--- config.mk ---
export PLATFORM = sky130hd
export DESIGN_NAME = flash_rd_seq
export DESIGN_NICKNAME = d
export VERILOG_FILES = /design/src/rtl/flash_rd_seq.sv
export SDC_FILE = /design/constraint.sdc
export NUM_CORES = 1
export LEC_CHECK = 0
export BUFFER_PORTS_ARGS = -buffer_cell sky130_fd_sc_hd__buf_2
export CORE_MARGIN = 3
export CORE_UTILIZATION = 53
export CTS_CLUSTER_DIAMETER = 50
export DETAILED_ROUTE_END_ITERATION = 10
export PLACE_DENSITY_LB_ADDON = 0.12
export SYNTH_ARGS = -nofsm -noshare
export SYNTH_HDL_FRONTEND = slang
export SYNTH_SLANG_ARGS = --single-unit
--- constraint.sdc ---
create_clock -name clk -period 2.7 [get_ports clk]
set_input_delay 0.54 -clock clk [delete_from_list [all_inputs] [get_ports clk]]
set_output_delay 0.54 -clock clk [all_outputs]
set_load 0.005 [all_outputs]
--- src/rtl/flash_rd_seq.sv ---
// flash_rd_seq: polls flash WIP, then streams read bytes from x1spi through a 4-entry FIFO,
// splitting the read into several SPI transactions whenever the FIFO is close to full.
module flash_rd_seq #(
    parameter bit FAST_READ = 1'b1,
    parameter int POLL_MAX = 1024,
    parameter int POLL_GAP = 16
) (
    input  logic        clk,
    input  logic        rst,
    input  logic        req_valid,
    output logic        req_ready,
    input  logic [23:0] req_addr,
    input  logic [15:0] req_len,
    output logic        out_valid,
    input  logic        out_ready,
    output logic [7:0]  out_data,
    output logic        out_last,
    output logic        done,
    output logic        err,
    input  logic        spi_ready,
    output logic        spi_start,
    output logic [7:0]  spi_cmd,
    output logic [23:0] spi_addr,
    output logic        spi_addr_en,
    output logic [2:0]  spi_dummy_num,
    output logic        spi_exist_rx,
    input  logic        spi_finish,
    input  logic [7:0]  spi_rdata
);
    typedef enum logic [2:0] {S_IDLE, S_PSTART, S_PWAIT, S_PGAP, S_RSTART, S_RWAIT, S_DONE} state_t;
    state_t state, state_n;
    logic [23:0] cur_addr, cur_addr_n;
    logic [15:0] rem, rem_n, poll_cnt, poll_cnt_n, gap_cnt, gap_cnt_n;
    logic err_q, err_n, go, push, pop;
    logic [8:0] mem [4];
    logic [1:0] wr_ptr, rd_ptr;
    logic [2:0] cnt, cnt_n;
    assign pop = out_valid && out_ready;
    assign push = state == S_RWAIT && spi_finish;
    assign cnt_n = cnt + {2'b0, push} - {2'b0, pop};
    assign out_valid = cnt != 3'd0;
    assign {out_last, out_data} = out_valid ? mem[rd_ptr] : 9'd0;
    assign req_ready = state == S_IDLE;
    assign done = state == S_DONE && cnt == 3'd0;
    assign err = done && err_q;
    always_comb begin
        state_n = state;
        cur_addr_n = cur_addr;
        rem_n = rem;
        poll_cnt_n = poll_cnt;
        gap_cnt_n = gap_cnt;
        err_n = err_q;
        go = 1'b0;
        case (state)
            S_IDLE: if (req_valid) begin
                cur_addr_n = req_addr;
                rem_n = req_len;
                poll_cnt_n = '0;
                err_n = 1'b0;
                state_n = req_len == 16'd0 ? S_DONE : S_PSTART;
            end
            S_PSTART: if (spi_ready) begin
                go = 1'b1;
                state_n = S_PWAIT;
            end
            S_PWAIT: if (spi_finish) begin
                poll_cnt_n = poll_cnt + 16'd1;
                gap_cnt_n = '0;
                if (!spi_rdata[0]) state_n = S_RSTART;
                else if (poll_cnt_n == 16'(POLL_MAX)) begin
                    err_n = 1'b1;
                    state_n = S_DONE;
                end else state_n = S_PGAP;
            end
            S_PGAP: begin
                gap_cnt_n = gap_cnt + 16'd1;
                state_n = gap_cnt_n >= 16'(POLL_GAP) ? S_PSTART : S_PGAP;
            end
            // two free slots: one for the first byte, one of margin for the registered exist_rx
            S_RSTART: if (spi_ready && cnt <= 3'd2) begin
                go = 1'b1;
                state_n = S_RWAIT;
            end
            S_RWAIT: if (spi_finish) begin
                cur_addr_n = cur_addr + 24'd1;
                rem_n = rem - 16'd1;
                state_n = rem_n == 16'd0 ? S_DONE : (spi_exist_rx ? S_RWAIT : S_RSTART);
            end
            S_DONE: if (cnt == 3'd0) state_n = S_IDLE;
            default: state_n = S_IDLE;
        endcase
    end
    always_ff @(posedge clk) begin
        if (rst) begin
            state <= S_IDLE;
            cur_addr <= '0;
            rem <= '0;
            poll_cnt <= '0;
            gap_cnt <= '0;
            err_q <= 1'b0;
            spi_start <= 1'b0;
            spi_cmd <= '0;
            spi_addr <= '0;
            spi_addr_en <= 1'b0;
            spi_dummy_num <= '0;
            spi_exist_rx <= 1'b0;
            wr_ptr <= '0;
            rd_ptr <= '0;
            cnt <= '0;
        end else begin
            state <= state_n;
            cur_addr <= cur_addr_n;
            rem <= rem_n;
            poll_cnt <= poll_cnt_n;
            gap_cnt <= gap_cnt_n;
            err_q <= err_n;
            spi_start <= go;
            if (go) begin
                spi_cmd <= state == S_PSTART ? 8'h05 : (FAST_READ ? 8'h0B : 8'h03);
                spi_addr <= state == S_PSTART ? 24'd0 : cur_addr;
                spi_addr_en <= state != S_PSTART;
                spi_dummy_num <= (state != S_PSTART && FAST_READ) ? 3'd1 : 3'd0;
            end
            // the byte in flight still needs a slot, so continuing requires room for two more
            spi_exist_rx <= state_n == S_RWAIT && rem_n > 16'd1 && cnt_n <= 3'd1;
            if (push) wr_ptr <= wr_ptr + 2'd1;
            if (pop) rd_ptr <= rd_ptr + 2'd1;
            cnt <= cnt_n;
        end
    end
    always_ff @(posedge clk) begin
        if (push) mem[wr_ptr] <= {rem == 16'd1, spi_rdata};
    end
endmodule

==> results.json <==
{
  "port-buffer-count": 98,
  "clkLatencyLatePin_ps": 430,
  "grt-ovfl-total": 0,
  "yosys.area.top_type_share_pct": 28.6,
  "worstHoldPathCells": 1,
  "worstPathArrival_ps": 2860,
  "ys_top_cells_by_area": "dfxtp_1, edfxtp_1, a21oi_1",
  "ant_nets": 0,
  "finalClockSkew_ps": 10.4,
  "dpl.cell_count": 1217,
  "root_buffer": "clkbuf_16",
  "grt_max_degree": 54,
  "row_count": 44,
  "reg2reg_depth": 9,
  "numCtsBuffers": 17,
  "first_pass_iters": 5,
  "fillers": 1253,
  "cts.clk_slew.worst_paths_ps": 70,
  "async_reset_ff_share_pct": 0,
  "ys_ff_latch": 150,
  "synthMuxAreaShare_pct": 2.91,
  "io_pins": 105,
  "synthesis.area_sq_mm": 0.00798,
  "drive_above_1_share_pct": 21.0,
  "p_leak_nw": 3.59,
  "yosysMostFrequentCell": "dfxtp_1",
  "num_antenna_cells": 0,
  "ir_drop_mv": 0.459,
  "antenna_found_initial": 0,
  "synth-adder-area-share_pct": 2.44,
  "outcome": "finished, final reports clean",
  "cp_data_required_time_ps": 3000,
  "period_needed_ps": 2560,
  "stdcell_area_sq_mm": 0.00948,
  "post-cts-setup-buffers": 0,
  "gp_congestion": 0.988,
  "fin_crit_sh_pct": 94.8,
  "grtUsageTotal_pct": 24.7,
  "drt-total-wl_mm": 20.6,
  "cts_hold_buf": 0,
  "first_iter_violations": 567,
  "setup_viol": 0,
  "synth_top_family_by_area": "simple AND/OR/NAND/NOR gates",
  "syn_area_per_cell_sq_um": 8.37,
  "die_h_um": 129,
  "drv_slew": 0,
  "synth_top_cell_by_area": "dfxtp_1",
  "fp.dieW_um": 129,
  "die_area_sq_mm": 0.0166,
  "rsz0062_at_grt": "no",
  "placed_area_sq_mm": 0.00885,
  "fin_cells": 1249,
  "nets": 1121,
  "power_density_mw_per_mm2": 645,
  "cts_tree": "built",
  "wl_per_cell_um": 16.5,
  "ys_warn_count": 0,
  "ctsResizeCount": 0,
  "hp-class": "primary input to flip-flop",
  "htree_levels": 4,
  "synthSimpleGateAreaFrac_pct": 25.4,
  "drc": 0,
  "yosysSeqAreaShare_pct": 42.1,
  "crit_type": "flip-flop to flip-flop",
  "synth_ff_type": "dfxtp_1",
  "relSlewSlack_pct": 58.2,
  "fin_setup_tns_ps": 0,
  "hold_viol": 0,
  "fin_total_pwr_mw": 6.12,
  "grt_pass1_wl_mm": 33.4,
  "synth_common_cells": "dfxtp_1, nor2_1, a21oi_1",
  "synthCells": 954,
  "clock_path_buffers": 2,
  "max_clock_freq_mhz": 391,
  "utilization_pct": 64.7,
  "clock-sinks": 150,
  "coreArea_sq_mm": 0.0146,
  "hpwlAfterDp_mm": 14.4,
  "routed-via-count": 7528,
  "start_util_pct": 54.5,
  "path_max_fanout": 7,
  "synth_xor_area_share_pct": 1.97,
  "worst_slew_pin_slew_ps": 626,
  "end_kind": "flip-flop",
  "areaGrowthSynthToFinish_pct": 18.7,
  "timing.max_cap.violations": 0,
  "viasPerCell": 6.03,
  "synth.distinct_cells": 71,
  "synth_edf_count": 36,
  "grt_pass1_vias": 6702,
  "start_kind": "flip-flop",
  "synth_compound_area_share_pct": 19.5
}
-- layout make-up --
class                   instances  area [sq um]  area share, %
clock inverters                15           168           1.77
inverters                      19          71.3          0.752
well taps                     184           230           2.43
multi-input cells             705          4240           44.8
repair buffers                159           976           10.3
flip-flops and latches        150          3370           35.5
clock buffers                  17           425           4.49
-- per-layer routing --
metal	global-route usage (%)	share of wire, %
met1	34.9	46
met2	38.4	47
met3	5.35	6.0
met4	6.92	1.7
met5	0	0
-- critical path, cell delays in order (launching register included) --
cell and delay [ps]:
dfxtp_1 310, buf_4 160, or4_4 540, or4b_1 490
a21oi_1 140, a21oi_1 90, nor4_4 380, o21ai_2 90
a31oi_2 170, nor4_1 80
-- per-stage QoR --
step | setup WS [ps] | hold WS [ps]
after floorplan | 83.9 | 440
after global placement | 101 | 440
after detailed placement | 47.8 | 446
after CTS | 113 | 324
after global routing | 10.9 | 320
final | 140 | 332
-- flip-flops by register name (all words and copies together) (netlist names), named ones only --
| signal | flops |
|---|---|
| mem | 36 |
| spi_start | 1 |
| poll_cnt | 16 |
| gap_cnt | 16 |
| state | 3 |
| spi_exist_rx | 1 |
| rd_ptr | 2 |
| cur_addr | 24 |
| spi_cmd | 3 |
| err_q | 1 |
| wr_ptr | 2 |
| cnt | 3 |
| rem | 16 |
| spi_addr | 24 |
-- power breakdown --
part / switching (mW) / internal, mW / leakage, nW
logic: 0.662 / 0.554 / 2.05
clock network: 1.01 / 1.39 / 0.293
registers: 0.109 / 2.39 / 1.25
-- layout by cell type, fill, tap and decap left out, types with 26 or more instances in the layout --
cell type | synthesis | final
edfxtp_1 | 36 | 36
nand3_1 | 53 | 52
nor3_1 | 28 | 26
buf_4 | 9 | 60
nand2_1 | 86 | 86
buf_2 | 13 | 97
nor2_1 | 108 | 108
dfxtp_1 | 114 | 112
a21oi_1 | 97 | 97
o21ai_0 | 61 | 61
-- logic make-up (layout without fill, tap and decap cells) --
family                   count (synthesis)  after routing
AND/OR/NAND/NOR                        398            398
adder cells (fa/ha/maj)                 15             15
multiplexers                            12             12
buffers and inverters                  104            210
XOR/XNOR                                18             18
flip-flops                             150            150
AO/OA/AOI/OAI                          256            256
other                                    1              6
-- path summary, 6_finish.rpt --
kind | startpoint | slack, ps | endpoint
max | rem[1] | 140 | spi_exist_rx
min | spi_rdata[3] | 330 | mem[2][3]
max reg2reg | rem[1] | 140 | spi_exist_rx
min reg2reg | spi_cmd[2] | 450 | spi_cmd[2]
Note: power is estimated with default switching activity, not from simulation.
